## src/rtl/umi_gpio_initiator.sv

```systemverilog
// Purpose : far-end UMI initiator that mirrors gpio_in into a remote umi_gpio write register
//           (posted writes) and polls the remote read register so its value lands on gpio_out.
// Latency : request valid one cycle after the IDLE decision; gpio_out updates on the response edge.
// Backpr. : requests hold valid and packet stable until umi_out_ready; responses are never stalled.
//
// Ports:
//   clk, rst        clock and synchronous active-high reset
//   gpio_in         local value mirrored to the remote write register
//   gpio_out        last value returned by a read poll
//   umi_out_*       request channel (valid/ready, UW-bit packet)
//   umi_in_*        response channel (ready is 1 whenever out of reset)
//   busy            FSM is not idle
//   error           sticky: read timeout or unexpected inbound packet
module umi_gpio_initiator #(
   parameter int          UW      = 256,
   parameter int          WWIDTH  = 32,
   parameter int          RWIDTH  = 32,
   parameter logic [63:0] DSTADDR = 64'h0,
   parameter logic [63:0] SRCADDR = 64'h0,
   parameter int          POLL    = 1024,
   parameter int          TIMEOUT = 256
) (
   input  logic              clk,
   input  logic              rst,
   input  logic [WWIDTH-1:0] gpio_in,
   output logic [RWIDTH-1:0] gpio_out,
   output logic              umi_out_valid,
   output logic [UW-1:0]     umi_out_packet,
   input  logic              umi_out_ready,
   input  logic              umi_in_valid,
   input  logic [UW-1:0]     umi_in_packet,
   output logic              umi_in_ready,
   output logic              busy,
   output logic              error
);

   localparam int          PW       = $clog2(POLL + 1);
   localparam int          TW       = $clog2(TIMEOUT + 1);
   localparam logic [7:0]  OP_WRPOST = 8'h01;
   localparam logic [7:0]  OP_READ   = 8'h08;
   localparam logic [3:0]  SIZE_4B   = 4'd2;

   typedef enum logic [1:0] {
      S_IDLE,
      S_SEND_WR,
      S_SEND_RD,
      S_WAIT_RESP
   } state_t;

   state_t            state_q;
   logic [PW-1:0]     poll_cnt_q;
   logic [TW-1:0]     timer_q;
   logic [WWIDTH-1:0] shadow_q;
   logic              force_wr_q;
   logic              valid_q;
   logic [UW-1:0]     pkt_q;
   logic [RWIDTH-1:0] gpio_out_q;
   logic              in_rdy_q;
   logic              error_q;

   logic dirty;
   logic poll_due;
   logic in_fire;
   logic resp_hit;
   logic in_pkt_unused;

   // Request packet: opcode, size, zero user field, addresses, LSB-aligned zero-filled data.
   function automatic logic [UW-1:0] build_pkt(input logic [7:0] op, input logic [WWIDTH-1:0] dat);
      logic [UW-1:0] p;
      p              = '0;
      p[7:0]         = op;
      p[11:8]        = SIZE_4B;
      p[95:32]       = DSTADDR;
      p[159:96]      = SRCADDR;
      p[160+:WWIDTH] = dat;
      return p;
   endfunction

   assign dirty    = force_wr_q | (gpio_in != shadow_q);
   assign poll_due = (poll_cnt_q == '0);
   assign in_fire  = umi_in_valid & in_rdy_q;
   // Only a posted write addressed to us, arriving while a read is outstanding, is a response.
   assign resp_hit = in_fire && (state_q == S_WAIT_RESP) &&
                     (umi_in_packet[7:0] == OP_WRPOST) && (umi_in_packet[95:32] == SRCADDR);
   // Size/user/srcaddr and upper data bits of responses are intentionally ignored.
   assign in_pkt_unused = ^umi_in_packet;

   always_ff @(posedge clk) begin
      if (rst) begin
         state_q    <= S_IDLE;
         poll_cnt_q <= PW'(POLL);
         timer_q    <= '0;
         shadow_q   <= '0;
         force_wr_q <= 1'b1;
         valid_q    <= 1'b0;
         pkt_q      <= '0;
         gpio_out_q <= '0;
         in_rdy_q   <= 1'b0;
         error_q    <= 1'b0;
      end else begin
         in_rdy_q <= 1'b1;
         if (in_fire && !resp_hit) begin
            error_q <= 1'b1;
         end
         // Saturating countdown; a read accept below overrides it with a reload.
         if (!poll_due) begin
            poll_cnt_q <= poll_cnt_q - PW'(1);
         end
         case (state_q)
            S_IDLE: begin
               // Write wins; a due poll stays pending because the counter saturates at zero.
               if (dirty) begin
                  pkt_q   <= build_pkt(OP_WRPOST, gpio_in);
                  valid_q <= 1'b1;
                  state_q <= S_SEND_WR;
               end else if (poll_due) begin
                  pkt_q   <= build_pkt(OP_READ, '0);
                  valid_q <= 1'b1;
                  state_q <= S_SEND_RD;
               end
            end
            S_SEND_WR: begin
               if (umi_out_ready) begin
                  // The captured value, not the live gpio_in, is what the remote now holds.
                  shadow_q   <= pkt_q[160+:WWIDTH];
                  force_wr_q <= 1'b0;
                  valid_q    <= 1'b0;
                  state_q    <= S_IDLE;
               end
            end
            S_SEND_RD: begin
               if (umi_out_ready) begin
                  poll_cnt_q <= PW'(POLL);
                  timer_q    <= TW'(TIMEOUT);
                  valid_q    <= 1'b0;
                  state_q    <= S_WAIT_RESP;
               end
            end
            S_WAIT_RESP: begin
               if (resp_hit) begin
                  gpio_out_q <= umi_in_packet[160+:RWIDTH];
                  state_q    <= S_IDLE;
               end else if (timer_q <= TW'(1)) begin
                  timer_q <= '0;
                  error_q <= 1'b1;
                  state_q <= S_IDLE;
               end else begin
                  timer_q <= timer_q - TW'(1);
               end
            end
            default: state_q <= S_IDLE;
         endcase
      end
   end

   assign gpio_out       = gpio_out_q;
   assign umi_out_valid  = valid_q;
   assign umi_out_packet = pkt_q;
   assign umi_in_ready   = in_rdy_q;
   assign busy           = (state_q != S_IDLE);
   assign error          = error_q;

endmodule
```

## config.mk

```make
export PLATFORM = sky130hd
export DESIGN_NAME = umi_gpio_initiator
export DESIGN_NICKNAME = d
export VERILOG_FILES = /design/src/rtl/umi_gpio_initiator.sv
export SDC_FILE = /design/constraint.sdc
export NUM_CORES = 1
export LEC_CHECK = 0
export CORE_AREA = 8 8 223 225
export DETAILED_ROUTE_END_ITERATION = 10
export DIE_AREA = 0 0 231 233
export PLACE_DENSITY_LB_ADDON = 0.2
export SLEW_MARGIN = 40
export SYNTH_ARGS = -nofsm -noshare
export SYNTH_HDL_FRONTEND = slang
export SYNTH_SLANG_ARGS = --single-unit
```

## constraint.sdc

```tcl
create_clock -name clk -period 2.1 [get_ports clk]
set_input_delay 0.21 -clock clk [delete_from_list [all_inputs] [get_ports clk]]
set_output_delay 0.21 -clock clk [all_outputs]
set_load 0.01 [all_outputs]
```

**After elaboration in Yosys (flattened, before gate mapping)**

Cells that the tools add are included.

- Flip-flop bits (word level): 346
- Input bits: 292
- Output and inout port bits: 292
- Logic and storage cells: 70

- $add $sub $neg: 2
- Order comparisons: 1
- Eq/ne operators: 11
- Muxes and demuxes: 25
- Bitwise gates (word level): 2
- Reductions and logical operators: 19

Operators by type and width:

| kind | number |
|---|---|
| 256-bit two-way mux | 2 |
| 64-bit logical NOT | 1 |
| 11-bit two-way mux | 3 |
| 32-bit != test | 1 |
| 9-bit two-way mux | 3 |
| 9-bit one-hot mux with 2 select lines | 1 |
| 2-bit two-way mux | 6 |
| 11-bit logical NOT | 1 |
| 11-bit by 1-bit subtractor with 11-bit output, second input constant | 1 |
| 9-bit by 1-bit less-or-equal comparator with 1-bit output, second input constant | 1 |
| 9-bit by 1-bit subtractor with 9-bit output, second input constant | 1 |
| 8-bit by 1-bit == test with 1-bit output, second input constant | 1 |
| 1-bit two-way mux | 8 |
| 2-bit one-hot mux with 4 select lines | 1 |
| 2-bit nonzero test | 4 |
| 2-bit != test, second input constant | 3 |
| 2-bit AND reduction | 3 |
| 3-bit AND reduction | 2 |
| 2-bit == test, second input constant | 2 |
| 1-bit logical AND | 4 |
| 4-bit AND reduction | 1 |
| 3-bit by 2-bit != test with 1-bit output, second input constant | 1 |
| 3-bit != test, second input constant | 1 |
| 2-bit by 1-bit == test with 1-bit output, second input constant | 1 |
| other kinds (7) | 7 |

**Longest topological paths before layout**

- Depth in word-level cells: 10
- Gate-level depth with buffers: 9
- Gate-level depth less buffers: 8

**Worst setup path after synthesis**

OpenSTA, ideal clock, no wires.

- Path kind: register -> register
- Start: register state_q[0]
- End: register timer_q[1]
- Library setup time: 86 ps
- Arrival: 1994 ps
- Data required time: 2014 ps
- Slack: 20 ps
- Cell stages (with the launch flop): 8
- Path buffers: 0
- Period minus slack after synthesis: 2080 ps
- Cell sequence: dfxtp_1 ha_1 nor4b_2 nand4_1 nor4_4 a21oi_1 a21o_1 a211oi_1

- Word-level cells in the longest chain between the ends: 6
- Elaborated cells between the ends (all ways): 10
- Those cells by class: eq/ne (4); mux (1); reduce/logical (5)

RTL lines:

| element | line | RTL |
|---|---|---|
| start, declared | 50 | `state_t state_q;` |
| start signal, assigned | 90 | `state_q <= S_IDLE;` |
| start signal, assigned | 115 | `state_q <= S_SEND_WR;` |
| start signal, assigned | 119 | `state_q <= S_SEND_RD;` |
| 2-bit == test | 83, 109 |  |
| 1-bit logical AND (2 in a row) | 83 | `assign resp_hit = in_fire && (state_q == S_WAIT_RESP) &&` |
| 1-bit logical AND | 84 | `(umi_in_packet[7:0] == OP_WRPOST) && (umi_in_packet[95:32] == SRCADDR);` |
| 2-bit != test (no source line) | n/a |  |
| 3-bit AND reduction (no source line) | n/a |  |
| end signal, assigned | 134 | `timer_q <= TW'(TIMEOUT);` |
| end signal, assigned | 148 | `timer_q <= timer_q - TW'(1);` |
| end, declared | 52 | `logic [TW-1:0] timer_q;` |

Several ways; a longest one is shown, not always the timed one.
A chain may end at the register's enable or synchronous reset.

**Final worst setup path**

- Start: register shadow_q[25]
- End: register pkt_q[170] (netlist: umi_out_packet[170])

- Word-level cells in the longest chain between the ends: 4
- Elaborated cells between the ends (all ways): 5
- Those cells by class: eq/ne (1); mux (1); bitwise (1); reduce/logical (2)

RTL lines:

| element | line | RTL |
|---|---|---|
| start, declared | 53 | `logic [WWIDTH-1:0] shadow_q;` |
| start signal, assigned | 125 | `shadow_q <= pkt_q[160+:WWIDTH];` |
| 32-bit != test * | 79 | `assign dirty = force_wr_q \| (gpio_in != shadow_q);` |
| 1-bit OR * | 79 |  |
| 2-bit nonzero test (no source line) | n/a |  |
| 2-bit AND reduction (no source line) | n/a |  |
| end signal, assigned | 113 | `pkt_q <= build_pkt(OP_WRPOST, gpio_in);` |
| end signal, assigned | 117 | `pkt_q <= build_pkt(OP_READ, '0);` |
| end, declared | 56 | `logic [UW-1:0] pkt_q;` |

Every way passes the cells marked *; elsewhere a longest branch is shown, timed or not.

==> results_dict.tcl <==
set metrics [dict create \
    cts_buffer_depth 2 \
    nNetsFinal 1364 \
    crit_chain "xor2_1, nor4_1, buf_4, nand3_2, or3_4, o21ai_4, buf_6, clkbuf_16, a32o_2" \
    drv_slew 0 \
    path_max_fanout 6 \
    path_clk_slew_ps 60 \
    via_per_inst 3.46 \
    synth_seq_cells 125 \
    grt_max_degree 73 \
    postCtsHoldBufs 0 \
    synth_warnings 0 \
    post-route-util 0.224 \
    synth_ff_type "dfxtp_1" \
    cts_sinks 125 \
    worst_hold_path_type "input port to register" \
    synthCells 810 \
    violations "negative setup slack" \
    drive_above_1_share 0.172 \
    first_global_vias 5673 \
    synth-async-reset-ratio 0 \
    multi_input_area_sq_um 3650 \
    fin_ws_ps -45.2 \
    timing.fmax_mhz 466 \
    synth.avg_cell_area_sq_um 8.50 \
    syn_to_final_growth_pct 49.8 \
    ir_drop_mv 0.542 \
    skew_ps 12.9 \
    required_ps 2470 \
    switching_power_mw 3.33 \
    yosysTopAreaCellShare 0.363 \
    rows 79 \
    ff2ff_path_depth 9 \
    fin_crit_ps 2150 \
    globalRouteOverflowTotal 0 \
    dp_hpwl_mm 19.5 \
    tns_ps -826 \
    power-per-cell-area_nw_per_um2 935 \
    endpoint_kind "register" \
    worstHoldPathCells 2 \
    die_area_sq_um 53800 \
    ys_seq_area_frac 0.363 \
    crit_type "register to register" \
    fin_hold_ws_ps 133 \
    place_congestion 0.724 \
    intPower_mw 6.31 \
    n_fill_cell 5069 \
    dp_cells 1639 \
    tritoncts "built" \
    swShare 0.345 \
    seqPwrFrac 0.323 \
    drc 0 \
    yosysMostFrequentCell "buf_4" \
    initial_utilization 0.149 \
    clk-insertion-delay-late_ps 420 \
    hold_viol 0 \
    cpMaxStageDelayCell "or3_4" \
    antenna_found_initial 1 \
    htree_levels 4 \
    yosys-top-cells-area "dfxtp_1, buf_4, nand2_1" \
    period_share 1.02 \
    combPwrFrac 0.371 \
    setup_violations 33 \
    syn-cell-area_sq_um 6890 \
    cp_data_arrival_time_ps 2510 \
    cap_violations 0 \
    status "finished with violations" \
    wl_mm 26.5 \
    instances_no_fill 1684 \
    die_y_um 233 \
    ant_nets 0 \
    clkPwrFrac 0.306 \
    cts-root-buf "clkbuf_16" \
    antennaDiodeCount 0 \
    track_usage 0.0881 \
    portBuffers 210 \
    p_leak_nw 4.18 \
    seq_area_sq_um 2510 \
    vias 5833 \
    synthTopCellsByCount "buf_4, nand2_1, dfxtp_1" \
    synth_edf_count 0 \
    fp.dieW_um 231 \
    fp.coreArea_sq_um 46100 \
    cts_buffers 17 \
    first_iter_violations 224 \
    power_mw 9.65 \
    worst_setup_path_start_kind "register" \
    grt_setup_unrepaired "true" \
    first_pass_iters 4 \
    post_drt_wl_per_cell_um 15.8 \
    yosys.area.top_type "dfxtp_1" \
    max_stage_delay_ps 420 \
    ys_types 50 \
    pin_count 584 \
    grt_pass1_wl_mm 35.9 \
]
[worst max-delay path, delay by kind of cell, from the launching register on]
| family | cells | cell delay [ps] |
|---|---|---|
| xor gates and xnor gates | 1 | 190 |
| DFF | 1 | 320 |
| AOI/OAI and AO/OA | 2 | 330 |
| and+or+nand+nor | 3 | 770 |
| buffers and inverters | 3 | 470 |
[routing by layer]
metal | routed length, um | vias up | track usage | share of wire
met5 | 13 | - | 0 | 0.00049
met4 | 296 | 2 | 0.0242 | 0.011
met1 | 10500 | 2754 | 0.0995 | 0.39
met2 | 13300 | 247 | 0.153 | 0.50
li1 | - | 2812 | - | -
met3 | 2410 | 18 | 0.0339 | 0.091
[state kept, by name, indices dropped and copies added, names as in the netlist]
name and cells:
timer_q 9, force_wr_q 1, umi_out_packet 35, error 1
poll_cnt_q 11, umi_in_ready 1, gpio_out 32, state_q 2
umi_out_valid 1, shadow_q 32
[placed cells by master (no fill, tap or decap), drive strengths merged, types with 23 or more instances in the layout]
cell / netlist / final
a21oi: 75 / 75
a32o: 34 / 34
buf: 232 / 57
clkbuf: 23 / 23
clkdlybuf4s50: 0 / 208
conb: 1 / 221
dfxtp: 125 / 125
nand2: 141 / 141
nor4: 27 / 27
xor2: 30 / 30
[power by group through the flow]
stage	registers [mW]	logic (mW)	clock network (mW)
CTS	3.12	3.15	3.08
detailed placement	3.15	3.12	0
global route	3.18	3.88	3.17
finish	3.12	3.58	2.95
global placement	3.16	3.13	0
floorplan	3.17	1.87	0
[layout make-up]
| type | instances | share of cell area |
|---|---|---|
| timing repair buffer | 270 | 0.269 |
| tap | 607 | 0.0736 |
| sequential | 125 | 0.243 |
| multi-input combinational | 639 | 0.354 |
| clock inverter | 13 | 0.0138 |
| inverter | 11 | 0.00400 |
| clock buffer | 19 | 0.0420 |
[what timing repair did]
action / 4_1_cts / 5_1_grt
gates cloned: 3 / 6
pin swaps: 46 / 50
setup endpoints to repair: 80 / 79
gates resized for setup: 43 / 56
buffers inserted: 3 / 4
[final timing paths]
check	from	endpoint	slack, ps
worst max-delay path	shadow_q[25]	umi_out_packet[170]	-50
worst min-delay path	rst	umi_in_ready	130
worst max register to register	shadow_q[25]	umi_out_packet[170]	-50
worst min register to register	gpio_out[13]	gpio_out[13]	450
[cell families (layout without fill, tap and decap cells)]
| family | after synthesis | after routing | share of synthesized area |
|---|---|---|---|
| adder cells (fa/ha/maj) | 8 | 8 | 0.0145 |
| other | 1 | 221 | 0.000545 |
| buffers and inverters | 266 | 313 | 0.270 |
| AO/OA/AOI/OAI | 134 | 134 | 0.137 |
| multiplexers | 3 | 3 | 0.00454 |
| AND/OR/NAND/NOR | 231 | 231 | 0.157 |
| flip-flops | 125 | 125 | 0.363 |
| XOR/XNOR | 42 | 42 | 0.0534 |
[per-stage QoR]
step	cell area, sq um	setup slack, ps
5_1_grt	10300	-190
4_1_cts	9990	-166
3_5_place_dp	9210	-624
6_report	10300	-45.2
2_1_floorplan	7710	20.1
3_3_place_gp	9210	-647
Note: power is estimated with default switching activity, not from simulation.
